File: src/rtl/irq_receiver.sv
// Interrupt receiver: rising-edge capture into pending, masking, fixed lowest-index priority, irq/irq_id/ack handshake.
// Optional lost-interrupt recording is built when IRQ_RECEIVER_OVERFLOW_EN is defined.
module irq_receiver #(
  parameter int NUM_SRC = 4,
  localparam int ID_W = (NUM_SRC > 1) ? $clog2(NUM_SRC) : 1
) (
  input  logic               clk,
  input  logic               reset_n,
  input  logic [NUM_SRC-1:0] interrupt_in,
  input  logic               mask_we,
  input  logic [NUM_SRC-1:0] mask_wdata,
  output logic [NUM_SRC-1:0] mask,
  output logic [NUM_SRC-1:0] pending,
  output logic               irq,
  output logic [ID_W-1:0]    irq_id,
`ifdef IRQ_RECEIVER_OVERFLOW_EN
  input  logic               ovf_clr,
  output logic [NUM_SRC-1:0] overflow,
`endif
  input  logic               ack
);

  typedef enum logic [1:0] {IDLE, PRESENT, GAP} state_t;

  state_t             state, state_nxt;
  logic [NUM_SRC-1:0] prev;
  logic [NUM_SRC-1:0] rise;
  logic [NUM_SRC-1:0] clr;
  logic [NUM_SRC-1:0] req;
  logic [ID_W-1:0]    low_id;
  logic [ID_W-1:0]    irq_id_nxt;
  logic               irq_nxt;

  assign rise = interrupt_in & ~prev;
  assign req  = pending & mask;
  assign clr  = (state == PRESENT && ack) ? (NUM_SRC'(1) << irq_id) : '0;

  // Highest index scanned first so the lowest set index is the one left standing.
  always_comb begin
    low_id = '0;
    for (int i = NUM_SRC - 1; i >= 0; i--) begin
      if (req[i]) low_id = ID_W'(i);
    end
  end

  always_comb begin
    state_nxt  = state;
    irq_id_nxt = irq_id;
    case (state)
      IDLE: begin
        irq_id_nxt = '0;
        if (|req) begin
          state_nxt  = PRESENT;
          irq_id_nxt = low_id;
        end
      end
      PRESENT: begin
        if (ack) begin
          state_nxt  = GAP;
          irq_id_nxt = '0;
        end else if (!mask[irq_id]) begin
          state_nxt  = IDLE;
          irq_id_nxt = '0;
        end
      end
      GAP: begin
        state_nxt  = IDLE;
        irq_id_nxt = '0;
      end
      default: begin
        state_nxt  = IDLE;
        irq_id_nxt = '0;
      end
    endcase
    irq_nxt = (state_nxt == PRESENT);
  end

  always_ff @(posedge clk) begin
    if (!reset_n) begin
      prev    <= '1;
      pending <= '0;
      mask    <= '0;
      state   <= IDLE;
      irq     <= 1'b0;
      irq_id  <= '0;
    end else begin
      prev    <= interrupt_in;
      // A same-cycle edge re-sets the bit being acknowledged.
      pending <= (pending & ~clr) | rise;
      if (mask_we) mask <= mask_wdata;
      state   <= state_nxt;
      irq     <= irq_nxt;
      irq_id  <= irq_id_nxt;
    end
  end

`ifdef IRQ_RECEIVER_OVERFLOW_EN
  logic [NUM_SRC-1:0] ovf_set;

  assign ovf_set = rise & pending & ~clr;

  always_ff @(posedge clk) begin
    if (!reset_n) begin
      overflow <= '0;
    end else if (ovf_clr) begin
      overflow <= ovf_set;
    end else begin
      overflow <= overflow | ovf_set;
    end
  end
`endif

endmodule

File: config.mk
export PLATFORM = sky130hd
export DESIGN_NAME = irq_receiver
export DESIGN_NICKNAME = d
export VERILOG_FILES = /design/src/rtl/irq_receiver.sv
export SDC_FILE = /design/constraint.sdc
export NUM_CORES = 1
export LEC_CHECK = 0
export BUFFER_PORTS_ARGS = -buffer_cell sky130_fd_sc_hd__buf_2
export CORE_UTILIZATION = 30
export DETAILED_ROUTE_END_ITERATION = 8
export PLACE_DENSITY = 0.62
export SLEW_MARGIN = 20
export SYNTH_ARGS = -nofsm -noshare
export SYNTH_HDL_FRONTEND = slang
export SYNTH_SLANG_ARGS = --single-unit
File: constraint.sdc
create_clock -name clk -period 2.6 [get_ports clk]
set_input_delay 0.52 -clock clk [delete_from_list [all_inputs] [get_ports clk]]
set_output_delay 0.52 -clock clk [all_outputs]
set_load 0.05 [all_outputs]
==> results.toml, run 1 <==
[status]
status = "complete, no violations"

[yosys]
synth_top_area_share = 0.487
yosys_most_used_dff = "dfxtp_1"
ys_types = 26
avgSynthCellArea_um2 = 10.4
ys_top_cells_by_count = "dfxtp_1, nand2b_1, nor2b_1"
yosys_warnings = 0
netlist_top_cells_area = "dfxtp_1, mux2i_1, nand2b_1, nor2b_1, a21boi_2"
synth_seq_cells = 17
yosysMostFrequentCell = "dfxtp_1"
synth_largest_area_cell = "dfxtp_1"
syn_inst = 67
synth_edf_count = 0
netlist_area_um2 = 698
seq_area_frac_synth = 0.487
syn_nets = 79
ys_async_sr_fraction = 0

[power_and_ir_drop]
p_total_w = 0.000495
netSwitchingFraction = 0.274
ir_worst_vdd_mv = 0.371
power_switching_w = 0.000136
seq_power_share = 0.571
p_comb_frac = 0.153
powerDensity_mw_per_mm2 = 574
clockPowerShare = 0.276
leakage_nw = 0.392
p_int_w = 0.000359

[drt]
route.detailed.drc = 0
avgRoutedWirePerCell_um = 11.5
vias_per_cell = 4.81
routed_wl_um = 1370
dr_total_vias = 572
first_pass_iters = 4
drt_iter0_markers = 7
ant_nets = 0

[placement]
port_buffers = 22
dp_cells = 115
place_ws_ns = 1.30
place.gp.congestion = 0.791

[critical_path]
cp-start-kind = "flop"
crit_slowest_cell = "dfxtp_1"
cp.arrival_ns = 1.04
required_ns = 2.08
path_cells = "buf_2"
cp-end-kind = "output port"
worstPathMaxFanout = 6
cp_top_family = "flip-flops"
crit_type = "reg2out"
critPathBufInv = 1
critical-path-max-stage-delay_ns = 0.44

[global_route]
grt_pass1_vias = 555
antenna_found_initial = 0
grt_use_total = 0.121
grt_start_max_net_pins = 19
grt_pass1_wl_um = 2310
grt-ovfl-total = 0

[floorplan]
rows = 17
io_pins = 23
die_w_um = 50.2
core_mm2 = 0.00221
die_y_um = 50.2
die_area_mm2 = 0.00252
start_util = 0.316

[cts]
clock_sinks = 17
h-tree-depth = 1
cts_setup_buffers = 0
clockBufferDepth = 2
clkSlewWorstSetupHoldPaths_ns = 0.10
cts_buffers = 3
root_buffer = "clkbuf_4"
clk_latency_ns = 0.28
tritoncts = "built"
cts.repair.resized = 0
hold_buffers = 0

[sta]
skew_ns = 0.00629
rsz0062_at_grt = "false"
period_needed_ns = 1.56
max-slew-margin-rel = 0.816
tightestPinTransition_ns = 0.276
finalSetupViolCount = 0
setup_slack_ns = 1.04
fin_crit_sh = 0.599
hold_viol_final = 0
fmax_ghz = 0.642
setup_tns_ns = 0
slew_viol_final = 0

[finish]
instances_no_fill = 119
fin_util = 0.390
num-nets-final = 104
multi_input_area_um2 = 347
syn2layout_area_growth_pct = 23.5
fillCellCount = 243
regArea_um2 = 340
n_antenna_cell = 0
final_layout_size_suffix_gt1_frac = 0.352

[flow_run]
cap_viol_max_count = 0

[min_path]
hold_path_class = "in2reg"
sequential cells by signal, summed over array words and instances, names as in the netlist:
signal and cells:
prev 4, state 2, irq 1, irq_id 2, pending 4, mask 4
per-stage QoR:
stage / cell area [um^2] / hold slack (ns)
after CTS: 862 / 0.426
after detailed placement: 836 / 0.492
after floorplan: 698 / 0.470
final: 862 / 0.429
after global placement: 836 / 0.480
after global routing: 862 / 0.424
cell usage in the layout, fill, tap and decap left out, types with 2 or more instances in the layout:
master / netlist / layout
a21boi_0: 2 / 2
a21boi_2: 2 / 2
a21oi_1: 2 / 2
buf_2: 0 / 22
clkbuf_4: 0 / 3
dfxtp_1: 17 / 17
mux2i_1: 4 / 4
nand2_1: 5 / 5
nand2b_1: 6 / 6
nor2_1: 3 / 3
nor2b_1: 6 / 6
o21ai_0: 4 / 4
cell families (layout without fill, tap and decap cells):
logic type / count (synthesis) / count (layout) / synth area share
and+or+nand+nor: 26 / 26 / 0.233
DFF: 17 / 17 / 0.487
AOI/OAI and AO/OA: 16 / 16 / 0.174
muxes: 5 / 5 / 0.0896
buffers and inverters: 3 / 27 / 0.0161
cell type report:
cell class | instances | area share
Multi-Input combinational cell | 47 | 0.402
Tap cell | 28 | 0.0406
Sequential cell | 17 | 0.395
Timing Repair Buffer | 22 | 0.128
Inverter | 1 | 0.00435
Clock buffer | 4 | 0.0305
power by group through the flow:
stage	clock network (W)	logic [W]	registers [W]
2_1_floorplan	0	0.0000269	0.000314
3_3_place_gp	0	0.0000757	0.000289
3_5_place_dp	0	0.0000767	0.000289
4_1_cts	0.000140	0.0000769	0.000283
5_1_grt	0.000153	0.0000818	0.000285
6_report	0.000136	0.0000759	0.000283
routing by layer:
metal,track usage,routed length [um],vias up
met1,0.136,594,272
met2,0.211,677,16
met4,0.0286,11,0
met5,0,0,-
li1,-,-,282
met3,0.0455,84,2
final timing paths:
kind / cells after the start / endpoint / startpoint / slack (ns)
setup / recovery: 1 / irq_id[0] / irq_id[0] / 1.04
hold / removal: 2 / prev[0] / interrupt_in[0] / 0.43
setup reg to reg: 3 / irq_id[0] / irq_id[0] / 1.29
hold reg to reg: 2 / pending[2] / prev[2] / 0.50
Power figures use the tool's default switching activity.
==> inputs of run 2 (changes only) <==
clock period = 1.6 ns   (was 2.6 ns; I/O delays follow)
==> run 2 against run 1 <==
Against the previous run:
- highest routed layer unchanged
- combinational power grew 63%
- sequential share of layout area is essentially flat
- core utilization grew 0.11 points
- global-route usage rose by 0.11 points
- count of clock-buffer cells in the layout fell by 1
==> results.toml, run 2 (synthesized netlist as in run 1, its figures left out) <==
[drt]
dr_total_vias = 557
routed_wl_um = 1360
avgRoutedWirePerCell_um = 11.4
drt_iter0_markers = 9
route.detailed.drc = 0
ant_nets = 0
first_pass_iters = 4
vias_per_cell = 4.68

[cts]
clockBufferDepth = 2
cts.repair.resized = 0
clk_latency_ns = 0.30
root_buffer = "clkbuf_4"
cts_setup_buffers = 0
clock_sinks = 17
clkSlewWorstSetupHoldPaths_ns = 0.10
hold_buffers = 0
tritoncts = "built"
h-tree-depth = 1
cts_buffers = 3

[finish]
layout.cells.most_common_list = "buf_2, dfxtp_1, nand2b_1, nor2b_1, nand2_1"
final_layout_size_suffix_gt1_frac = 0.374
fillCellCount = 233
num-nets-final = 104
n_antenna_cell = 0
syn2layout_area_growth_pct = 23.8
instances_no_fill = 119
final_area_um2 = 865
layout_commonest_cell = "buf_2"
largest_registers = "mask x4, pending x4, prev x4"

[global_route]
grt_pass1_vias = 541
top_usage_layer = "met2"
use_met1 = 0.143
grt.met2_usage = 0.191
grt_pass1_wl_um = 2280
grt_start_max_net_pins = 19
grt_use_total = 0.122
grt-ovfl-total = 0
grt_use_met3 = 0.0576
antenna_found_initial = 0

[critical_path]
crit_slowest_cell = "dfxtp_1"
cp.arrival_ns = 1.02
path_cells = "buf_2"
critPathBufInv = 1
cp-start-kind = "flop"
critical-path-max-stage-delay_ns = 0.43
cp-end-kind = "output port"
cp_top_family = "flip-flops"
crit_type = "reg2out"
worstPathMaxFanout = 6
required_ns = 1.28

[power_and_ir_drop]
seq_power_share = 0.560
p_int_w = 0.000581
power_switching_w = 0.000239
ir_worst_vdd_mv = 0.573
p_total_w = 0.000820
netSwitchingFraction = 0.292
leakage_nw = 0.395
p_comb_frac = 0.151
clockPowerShare = 0.289
powerDensity_mw_per_mm2 = 948

[sta]
max-slew-margin-rel = 0.823
slew_viol_final = 0
fmax_ghz = 0.744
fin_crit_sh = 0.840
tightestPinTransition_ns = 0.266
setup_tns_ns = 0
timing.hold.ws_ns = 0.207
rsz0062_at_grt = "false"
hold_viol_final = 0
finalSetupViolCount = 0
period_needed_ns = 1.34
skew_ns = 0.00392

[status]
status = "complete, no violations"

[floorplan]
die_w_um = 50.2
core_mm2 = 0.00221
io_pins = 23
start_util = 0.316
die_y_um = 50.2
rows = 17
die_area_mm2 = 0.00252

[placement]
port_buffers = 22
dp_cells = 115
dpl_cell_area_um2 = 837
place.gp.congestion = 0.802

[min_path]
hold_path_class = "in2reg"

[flow_run]
cap_viol_max_count = 0
[run 2: cell types whose count changed in the layout (fill, tap and decap cells not counted), sizes merged]
cell    delta
clkbuf     -1
clkinv     +1
[run 2: layout make-up]
class,instances,area [um^2],share of cell area
timing repair buffer,22,110,0.127
clock buffer,3,22.5,0.0260
sequential,17,342,0.395
tap,28,35.0,0.0405
multi-input combinational,47,347,0.401
clock inverter,1,5.00,0.00579
inverter,1,3.75,0.00434
[run 2: through the flow]
step | setup WS, ns | util
global placement | 0.393 | 0.378
CTS | 0.250 | 0.391
global route | 0.206 | 0.391
detailed placement | 0.366 | 0.378
finish | 0.256 | 0.391
floorplan | 0.146 | -
[run 2: final timing paths]
check / endpoint / from / cells after the start / slack [ns]
worst max register to register: irq_id[0] / irq_id[0] / 3 / 0.35
worst max-delay path: mask[1] / mask[1] / 1 / 0.26
worst min-delay path: prev[0] / interrupt_in[0] / 2 / 0.21
worst min register to register: pending[3] / prev[3] / 2 / 0.50
[run 2: worst reg2reg max path, stage by stage, from the launching register on]
cell and delay, ns:
dfxtp_2 0.39, mux4_2 0.55, nand3b_4 0.13, o22ai_2 0.08
[run 2: power groups by stage]
stage,logic [W],clock network [W],registers [W]
global route,0.000132,0.000262,0.000462
CTS,0.000124,0.000248,0.000459
detailed placement,0.000124,0,0.000469
floorplan,0.0000437,0,0.000511
global placement,0.000123,0,0.000469
finish,0.000124,0.000237,0.000459
[run 2: per-layer routing]
metal	part of all wire	vias to the layer above
met5	0	-
met4	0.0066	0
met3	0.061	3
met2	0.44	16
met1	0.49	255
li1	-	283
==> inputs of run 3 (changes only) <==
ABC_AREA = 1   (was not set)
PLACE_DENSITY = 0.64   (was 0.62)
clock period = 1.2 ns   (was 1.6 ns; I/O delays follow)
==> run 3 against run 2 <==
Against the previous run:
- power is 36% higher
- wire length increased by 11%
- register-to-register slack got worse by 0.21 ns
- via count is 18% higher
- flip-flop and latch count is the same
- core utilization up 4.1 points
- synthesized area decreased by 3.2%
- critical path type unchanged
==> results.toml, run 3 <==
[floorplan]
die_area_mm2 = 0.00245
die_y_um = 49.5
start_util = 0.331
die_w_um = 49.5
core_mm2 = 0.00204
rows = 16
io_pins = 23

[finish]
layout_commonest_cell = "nand2_1"
n_antenna_cell = 0
fillCellCount = 226
regArea_um2 = 345
final_area_um2 = 882
instances_no_fill = 148
syn2layout_area_growth_pct = 30.6
final_layout_size_suffix_gt1_frac = 0.314
multi_input_area_um2 = 299
largest_registers = "mask x4, pending x4, prev x4"
num-nets-final = 134
layout.cells.most_common_list = "nand2_1, buf_2, dfxtp_1"

[cts]
clock_sinks = 17
root_buffer = "clkbuf_4"
hold_buffers = 0
h-tree-depth = 1
cts_setup_buffers = 0
clk_latency_ns = 0.30
clkSlewWorstSetupHoldPaths_ns = 0.10
cts_buffers = 3
clockBufferDepth = 2
tritoncts = "built"

[global_route]
grt_start_max_net_pins = 12
antenna_found_initial = 0
grt_use_total = 0.140
grt_pass1_vias = 613
grt_pass1_wl_um = 2630
grt-ovfl-total = 0

[power_and_ir_drop]
leakage_nw = 0.442
p_int_w = 0.000782
clockPowerShare = 0.280
powerDensity_mw_per_mm2 = 1270
p_total_w = 0.00112
power_switching_w = 0.000335
seq_power_share = 0.552
ir_worst_vdd_mv = 0.826
netSwitchingFraction = 0.300
p_comb_frac = 0.169

[placement]
place_ws_ns = 0.163
dp_cells = 144
place.gp.congestion = 0.754
dp.final_hpwl_um = 1150
dpl_cell_area_um2 = 825
port_buffers = 22

[yosys]
ys_async_sr_fraction = 0
netlist_top_cells_area = "dfxtp_1, nand2_1, a21oi_1, o21ai_0, nor2_1"
synth_seq_cells = 17
syn_nets = 107
yosysMostFrequentCell = "nand2_1"
syn_inst = 95
synth_edf_count = 0
yosys_warnings = 0
synth_largest_area_cell = "dfxtp_1"
yosys_most_used_dff = "dfxtp_1"
avgSynthCellArea_um2 = 7.11
ys_top_cells_by_count = "nand2_1, dfxtp_1, nor2_1"
seq_area_frac_synth = 0.504
netlist_area_um2 = 676
synth_top_area_share = 0.504
ys_types = 12

[sta]
rsz0062_at_grt = "false"
period_needed_ns = 1.16
fmax_ghz = 0.859
max-slew-margin-rel = 0.837
skew_ns = 0.00767
setup_tns_ns = 0
slew_viol_final = 0
finalSetupViolCount = 0
hold_viol_final = 0
tightestPinTransition_ns = 0.247
setup_slack_ns = 0.0355
fin_crit_sh = 0.970

[critical_path]
path_cells = "buf_2"
worstPathMaxFanout = 4
required_ns = 0.96
cp.arrival_ns = 0.92
critPathBufInv = 1
critical-path-max-stage-delay_ns = 0.37
cp-start-kind = "flop"
cp_top_family = "flip-flops"
crit_slowest_cell = "dfxtp_2"
crit_type = "reg2out"
cp-end-kind = "output port"

[drt]
ant_nets = 0
vias_per_cell = 4.45
route.detailed.drc = 0
avgRoutedWirePerCell_um = 10.2
routed_wl_um = 1510
first_pass_iters = 4
drt_iter0_markers = 9
dr_total_vias = 659

[flow_run]
cap_viol_max_count = 0

[min_path]
hold_path_class = "in2reg"

[status]
status = "complete, no violations"
==> run 3: per-layer routing <==
metal / up-vias / share of wire / wire, um / global-route usage
met1: 285 / 0.48 / 720 / 0.178
met5: - / 0 / 0 / 0
li1: 354 / - / - / -
met4: 0 / 0.016 / 24 / 0.0619
met3: 4 / 0.043 / 65 / 0.0401
met2: 16 / 0.46 / 695 / 0.219
==> run 3: timing repair <==
item	CTS	global route
setup endpoints to repair	3	7
resized for setup	3	7
endpoints found under the hold margin	0	0
==> run 3: final cells by class <==
class | count | area share
clock inverter | 1 | 0.00851
timing repair buffer | 22 | 0.150
sequential | 17 | 0.391
inverter | 11 | 0.0468
clock buffer | 3 | 0.0255
tap | 27 | 0.0383
multi-input combinational | 67 | 0.339
==> run 3: final timing paths <==
check             startpoint         end  slack, ns  cells after the start
max                  mask[3]     mask[3]       0.04                      1
min          interrupt_in[2]     prev[2]       0.12                      3
max reg2reg         state[0]  pending[1]       0.14                      5
min reg2reg          prev[1]  pending[1]       0.49                      3
==> run 3: metrics by stage <==
step | util | hold WS [ns]
detailed placement | 0.404 | 0.427
finish | 0.432 | 0.118
global placement | 0.404 | 0.426
global route | 0.432 | 0.130
floorplan | - | 0.309
CTS | 0.422 | 0.110
==> run 3: logic make-up (layout without fill, tap and decap cells) <==
| logic type | after synthesis | after routing | synth area share |
|---|---|---|---|
| and+or+nand+nor | 49 | 49 | 0.302 |
| AOI/OAI and AO/OA | 18 | 18 | 0.133 |
| DFF | 17 | 17 | 0.504 |
| buffers and inverters | 11 | 37 | 0.0611 |
==> run 3: power by group through the flow <==
| stage | combinational (W) | sequential [W] | clock [W] |
|---|---|---|---|
| after floorplan | 0.0000577 | 0.000691 | 0 |
| after global placement | 0.000177 | 0.000628 | 0 |
| after detailed placement | 0.000180 | 0.000629 | 0 |
| after CTS | 0.000184 | 0.000616 | 0.000323 |
| after global routing | 0.000207 | 0.000619 | 0.000341 |
| final | 0.000188 | 0.000616 | 0.000313 |
